### src/rtl/vmem_console_ctrl.sv
// Text-console write controller: turns ASCII keys into character-memory writes and owns the cursor.
// Optional TAB handling is enabled by defining VMEM_CONSOLE_TAB_EN.
module vmem_console_ctrl #(
  parameter int COLS = 70,
  parameter int ROWS = 30
) (
  input  logic        clk,
  input  logic        reset,
  input  logic [7:0]  key_in,
  input  logic        key_valid,
  output logic        key_ready,
  input  logic        clr_req,
  output logic        mem_we,
  output logic [11:0] mem_addr,
  output logic [7:0]  mem_wdata,
  output logic [6:0]  cursor_x,
  output logic [4:0]  cursor_y,
  output logic        busy
);

  localparam logic [1:0] S_IDLE    = 2'd0;
  localparam logic [1:0] S_WRITE   = 2'd1;
  localparam logic [1:0] S_CLR_ROW = 2'd2;
  localparam logic [1:0] S_CLR_ALL = 2'd3;

  localparam logic [6:0] LAST_X = 7'(COLS - 1);
  localparam logic [4:0] LAST_Y = 5'(ROWS - 1);

  logic [1:0]  r_state;
  logic [6:0]  r_cx;
  logic [4:0]  r_cy;
  logic        r_clrPend;
  logic        r_rowClr;
  logic [6:0]  r_sx;
  logic [4:0]  r_sy;
  logic        r_we;
  logic [11:0] r_addr;
  logic [7:0]  r_wdata;
  logic        r_busy;

  logic        w_startClr;
  logic        w_accept;
  logic        w_isPrint;
  logic        w_isEnter;
  logic        w_isBs;
  logic        w_bsMove;
  logic [6:0]  w_bsX;
  logic [4:0]  w_bsY;
  logic [4:0]  w_nextRow;
  logic [6:0]  w_sxInc;
  logic [4:0]  w_syInc;
  logic        w_tabMove;
  logic        w_tabWrap;
  logic [6:0]  w_tabDstX;

  assign key_ready  = (r_state == S_IDLE) && !clr_req && !r_clrPend;
  assign w_startClr = (r_state == S_IDLE) && (clr_req || r_clrPend);
  assign w_accept   = key_valid && key_ready;

  assign w_isPrint = (key_in >= 8'h20) && (key_in <= 8'h7E);
  assign w_isEnter = (key_in == 8'h0A);
  assign w_isBs    = (key_in == 8'h08);

  // Backspace at column 0 steps back to the last column of the previous row.
  assign w_bsMove  = (r_cx != 7'd0) || (r_cy != 5'd0);
  assign w_bsX     = (r_cx != 7'd0) ? r_cx - 7'd1 : LAST_X;
  assign w_bsY     = (r_cx != 7'd0) ? r_cy : r_cy - 5'd1;
  assign w_nextRow = (r_cy == LAST_Y) ? 5'd0 : r_cy + 5'd1;
  assign w_sxInc   = r_sx + 7'd1;
  assign w_syInc   = r_sy + 5'd1;

`ifdef VMEM_CONSOLE_TAB_EN
  localparam logic [7:0] COLS8 = 8'(COLS);
  logic       w_isTab;
  logic [7:0] w_tabX;
  // Computed in 8 bits so a tab stop at 128 does not alias back to column 0.
  assign w_isTab   = (key_in == 8'h09);
  assign w_tabX    = {1'b0, r_cx[6:3], 3'b000} + 8'd8;
  assign w_tabWrap = w_isTab && (w_tabX >= COLS8);
  assign w_tabMove = w_isTab && (w_tabX < COLS8);
  assign w_tabDstX = w_tabX[6:0];
`else
  assign w_tabWrap = 1'b0;
  assign w_tabMove = 1'b0;
  assign w_tabDstX = 7'd0;
`endif

  always_ff @(posedge clk or negedge reset) begin
    if (!reset) begin
      r_state   <= S_IDLE;
      r_cx      <= 7'd0;
      r_cy      <= 5'd0;
      r_clrPend <= 1'b0;
      r_rowClr  <= 1'b0;
      r_sx      <= 7'd0;
      r_sy      <= 5'd0;
      r_we      <= 1'b0;
      r_addr    <= 12'd0;
      r_wdata   <= 8'd0;
      r_busy    <= 1'b0;
    end else begin
      r_we <= 1'b0;
      if (clr_req && ((r_state == S_WRITE) || (r_state == S_CLR_ROW))) begin
        r_clrPend <= 1'b1;
      end
      case (r_state)
        S_IDLE: begin
          if (w_startClr) begin
            r_state   <= S_CLR_ALL;
            r_clrPend <= 1'b0;
            r_cx      <= 7'd0;
            r_cy      <= 5'd0;
            r_sx      <= 7'd0;
            r_sy      <= 5'd0;
            r_we      <= 1'b1;
            r_addr    <= 12'd0;
            r_wdata   <= 8'd0;
            r_busy    <= 1'b1;
          end else if (w_accept) begin
            if (w_isPrint) begin
              r_state <= S_WRITE;
              r_we    <= 1'b1;
              r_addr  <= {r_cx, r_cy};
              r_wdata <= key_in;
              r_busy  <= 1'b1;
              if (r_cx == LAST_X) begin
                r_cx     <= 7'd0;
                r_cy     <= w_nextRow;
                r_rowClr <= 1'b1;
              end else begin
                r_cx     <= r_cx + 7'd1;
                r_rowClr <= 1'b0;
              end
            end else if (w_isEnter || w_tabWrap) begin
              r_state <= S_CLR_ROW;
              r_cx    <= 7'd0;
              r_cy    <= w_nextRow;
              r_sx    <= 7'd0;
              r_we    <= 1'b1;
              r_addr  <= {7'd0, w_nextRow};
              r_wdata <= 8'd0;
              r_busy  <= 1'b1;
            end else if (w_tabMove) begin
              r_cx <= w_tabDstX;
            end else if (w_isBs && w_bsMove) begin
              r_state  <= S_WRITE;
              r_cx     <= w_bsX;
              r_cy     <= w_bsY;
              r_rowClr <= 1'b0;
              r_we     <= 1'b1;
              r_addr   <= {w_bsX, w_bsY};
              r_wdata  <= 8'd0;
              r_busy   <= 1'b1;
            end
          end
        end
        S_WRITE: begin
          if (r_rowClr) begin
            r_state  <= S_CLR_ROW;
            r_rowClr <= 1'b0;
            r_sx     <= 7'd0;
            r_we     <= 1'b1;
            r_addr   <= {7'd0, r_cy};
            r_wdata  <= 8'd0;
          end else begin
            r_state <= S_IDLE;
            r_busy  <= 1'b0;
          end
        end
        S_CLR_ROW: begin
          if (r_sx == LAST_X) begin
            r_state <= S_IDLE;
            r_busy  <= 1'b0;
          end else begin
            r_sx   <= w_sxInc;
            r_we   <= 1'b1;
            r_addr <= {w_sxInc, r_cy};
          end
        end
        default: begin
          // Raster sweep: x is the inner counter, y the outer one.
          if (r_sx == LAST_X) begin
            if (r_sy == LAST_Y) begin
              r_state <= S_IDLE;
              r_busy  <= 1'b0;
            end else begin
              r_sx   <= 7'd0;
              r_sy   <= w_syInc;
              r_we   <= 1'b1;
              r_addr <= {7'd0, w_syInc};
            end
          end else begin
            r_sx   <= w_sxInc;
            r_we   <= 1'b1;
            r_addr <= {w_sxInc, r_sy};
          end
        end
      endcase
    end
  end

  assign mem_we    = r_we;
  assign mem_addr  = r_addr;
  assign mem_wdata = r_wdata;
  assign cursor_x  = r_cx;
  assign cursor_y  = r_cy;
  assign busy      = r_busy;

endmodule

### config.mk
export PLATFORM = sky130hd
export DESIGN_NAME = vmem_console_ctrl
export DESIGN_NICKNAME = d
export VERILOG_FILES = /design/src/rtl/vmem_console_ctrl.sv
export SDC_FILE = /design/constraint.sdc
export NUM_CORES = 1
export LEC_CHECK = 0
export ABC_AREA = 1
export BUFFER_PORTS_ARGS = -buffer_cell sky130_fd_sc_hd__buf_4
export CAP_MARGIN = 20
export CORE_MARGIN = 2
export CORE_UTILIZATION = 59
export CTS_CLUSTER_SIZE = 8
export DETAILED_ROUTE_END_ITERATION = 8
export PLACE_DENSITY = 0.81
export SYNTH_ARGS = -nofsm -noshare
export SYNTH_HDL_FRONTEND = slang
export SYNTH_SLANG_ARGS = --single-unit
### constraint.sdc
create_clock -name clk -period 2.25 [get_ports clk]
set_input_delay 0.45 -clock clk [delete_from_list [all_inputs] [get_ports clk]]
set_output_delay 0.45 -clock clk [all_outputs]
set_load 0.005 [all_outputs]
==> results_dict.tcl <==
set metrics [dict create \
    die_area_um2 6929 \
    core_region_area_um2 5991 \
    insertion_delay_ps 320 \
    ant_nets 0 \
    hp-class "in2async" \
    die_w_um 83.24 \
    period_needed_ps 2098 \
    grt_pass1_wl_um 15480 \
    drt_iter0_markers 237 \
    hold_violations 0 \
    relSlewSlack 0.5725 \
    grt_start_max_net_pins 51 \
    portBuffers 46 \
    pin_count 47 \
    ir_drop_uv 268.5 \
    via_per_inst 5.452 \
    rows 28 \
    crit_required_ps 1800 \
    critPathArrivalTime_ps 1650 \
    track_usage 0.2698 \
    synth_area_leaders "dfrtp_1 (34%), nand2_1 (18%), o21ai_0 (6.8%)" \
    worst_slack_ps 151.6 \
    cts_hold_repair.buffers 0 \
    tritoncts "built" \
    insertedDiodeCount 0 \
    finalSetupTns_ps 0 \
    critPathLaunchType "flip-flop" \
    grt_overflow 0 \
    synth_cells 536 \
    cp-end-kind "output pin" \
    grt_pass1_vias 3287 \
    outcome "finished, final reports clean" \
    cts_num_sinks 50 \
    vias 3598 \
    dp_hpwl_um 6927 \
    synth_area_um2 3705 \
    drive_gt1_frac 0.1863 \
    yosysTopAreaCell "dfrtp_1" \
    yosysWarnings 0 \
    power-per-cell-area_nw_per_um2 420.3 \
    synth_top_area_frac 0.3377 \
    path_max_fanout 6 \
    synth.avg_cell_area_um2 6.912 \
    power_uw 1779 \
    drc 0 \
    htree_levels 2 \
    rsz0062_at_grt "no" \
    wire_per_inst_um 13.92 \
    post-cts-setup-buffers 0 \
    dp_slack_ps 174.1 \
    place_congestion 0.9645 \
    nNetsFinal 610 \
    max_freq_mhz 476.5 \
    clk_pin_slew_ps 100 \
    drtPass1Iterations 5 \
    period_share 0.9326 \
    cts_buffers 5 \
    ys_seq_area_frac 0.3377 \
    p_leak_uw 0.002218 \
    setup_violations 0 \
    synth_fp_nets 562 \
    die_h_um 83.24 \
    worst_pin_slew_ps 641.3 \
    slew_violations 0 \
    cap_violations 0 \
    cts_buffer_depth 2 \
    cts_root_buffer "clkbuf_8" \
    skew_ps 14.13 \
    antenna_found_initial 0 \
    crit_type "reg2out" \
    whs_ps 151.5 \
    initial_core_util 0.6184 \
    ys_types 38 \
    wl_um 9187 \
    synth-seq-cells 50 \
    syn_to_final_growth_pct 14.25 \
    cts_resized 0 \
]
==> cell type report <==
class | count | area (um2)
Sequential cell | 50 | 1251
Multi-Input combinational cell | 405 | 2068
Inverter | 66 | 261.5
Clock inverter | 3 | 68.82
Tap cell | 75 | 93.84
Timing Repair Buffer | 56 | 420.4
Clock buffer | 5 | 68.82
Fill cell | 508 | 1758
==> metrics by stage <==
| stage | utilization | std cells | area, um2 |
|---|---|---|---|
| 2_1_floorplan | - | 536 | 3705 |
| 6_report | 0.7066 | 660 | 4233 |
| 3_3_place_gp | 0.6832 | 652 | 4093 |
| 5_1_grt | 0.7066 | 660 | 4233 |
| 3_5_place_dp | 0.6832 | 652 | 4093 |
| 4_1_cts | 0.7061 | 660 | 4230 |
==> final timing paths <==
kind                              startpoint      endpoint  slack (ps)  depth (start not counted)
worst max-delay path              r_state[0]     key_ready         150                          6
worst min-delay path                   reset       r_sy[2]         150                          1
worst max register to register   cursor_x[1]   cursor_y[2]         310                          9
worst min register to register  mem_wdata[0]  mem_wdata[0]         500                          2
max in group asynchronous              reset      r_rowClr        1670                          1
min in group clk                   key_in[4]  mem_wdata[4]         420                          3
==> critical path, stage by stage (launching register included) <==
cell     delay, ps
dfrtp_1        430
inv_1          100
ha_2           230
inv_2           80
nor2_2         190
buf_4          190
buf_4          120
==> synthesized netlist by cell type <==
master	n
nand3_1	36
clkinv_2	1
inv_1	55
o21a_1	1
o31ai_1	1
nand3_4	2
nor3_1	1
xor2_1	10
a31oi_1	2
ha_1	14
nor2_2	10
xnor2_1	3
a211oi_1	1
nand2_1	175
buf_12	1
nor2_1	38
clkbuf_1	1
nand4_1	5
and2_1	1
clkinv_8	1
o211ai_1	6
o21ai_2	1
nand2_2	5
nand3_2	4
nor2_4	3
nor3_2	2
inv_2	9
o22ai_1	1
buf_6	6
buf_2	7
o21ai_1	11
nand2b_1	1
dfrtp_1	50
or2_2	2
a21oi_2	3
o21ai_0	50
nand2_4	1
a21oi_1	15
==> flip-flops by register name, summed over array words and instances (netlist names) <==
signal and flops:
busy 1, cursor_x 7, cursor_y 5, mem_addr 12, mem_wdata 8, mem_we 1, r_clrPend 1, r_rowClr 1
r_state 2, r_sx 7, r_sy 5
==> layout by cell type, fill, tap and decap left out, types with 4 or more instances in the layout <==
| cell | synthesis | layout |
|---|---|---|
| xor2_1 | 10 | 10 |
| clkbuf_8 | 0 | 5 |
| nor2_2 | 10 | 10 |
| nor2_1 | 38 | 38 |
| inv_1 | 55 | 55 |
| o21ai_1 | 11 | 11 |
| o21ai_0 | 50 | 50 |
| nand2_1 | 175 | 175 |
| inv_2 | 9 | 9 |
| o211ai_1 | 6 | 6 |
| buf_4 | 0 | 56 |
| nand3_1 | 36 | 36 |
| ha_1 | 14 | 13 |
| nand3_2 | 4 | 4 |
| nand4_1 | 5 | 5 |
| nand2_2 | 5 | 5 |
| dfrtp_1 | 50 | 50 |
| a21oi_1 | 15 | 15 |
==> where the power goes <==
| group | internal, uW | switching [uW] | leakage [uW] |
|---|---|---|---|
| Sequential | 898 | 0 | 0.000653 |
| Clock | 446 | 331 | 0.0000683 |
| Combinational | 32.5 | 72.5 | 0.00150 |
| Total | 1380 | 403 | 0.00222 |
==> kinds of logic (layout without fill, tap and decap cells) <==
kind of cell / after synthesis / in the layout / share of synthesized area
AOI/OAI and AO/OA: 92 / 92 / 0.1354
and+or+nand+nor: 286 / 286 / 0.3441
DFF: 50 / 50 / 0.3377
adders and majority gates: 14 / 14 / 0.04728
buffers and inverters: 81 / 130 / 0.1047
xor gates and xnor gates: 13 / 13 / 0.03073
==> routing by layer <==
metal  vias to the layer above  share of wire  track usage
li1                       1809              -            -
met1                      1655           0.46       0.3821
met2                       124           0.47       0.4245
met3                        10          0.063      0.05070
met4                         0          0.012      0.07303
met5                         -              0            0
No activity file was read; power rests on OpenSTA's default activity.
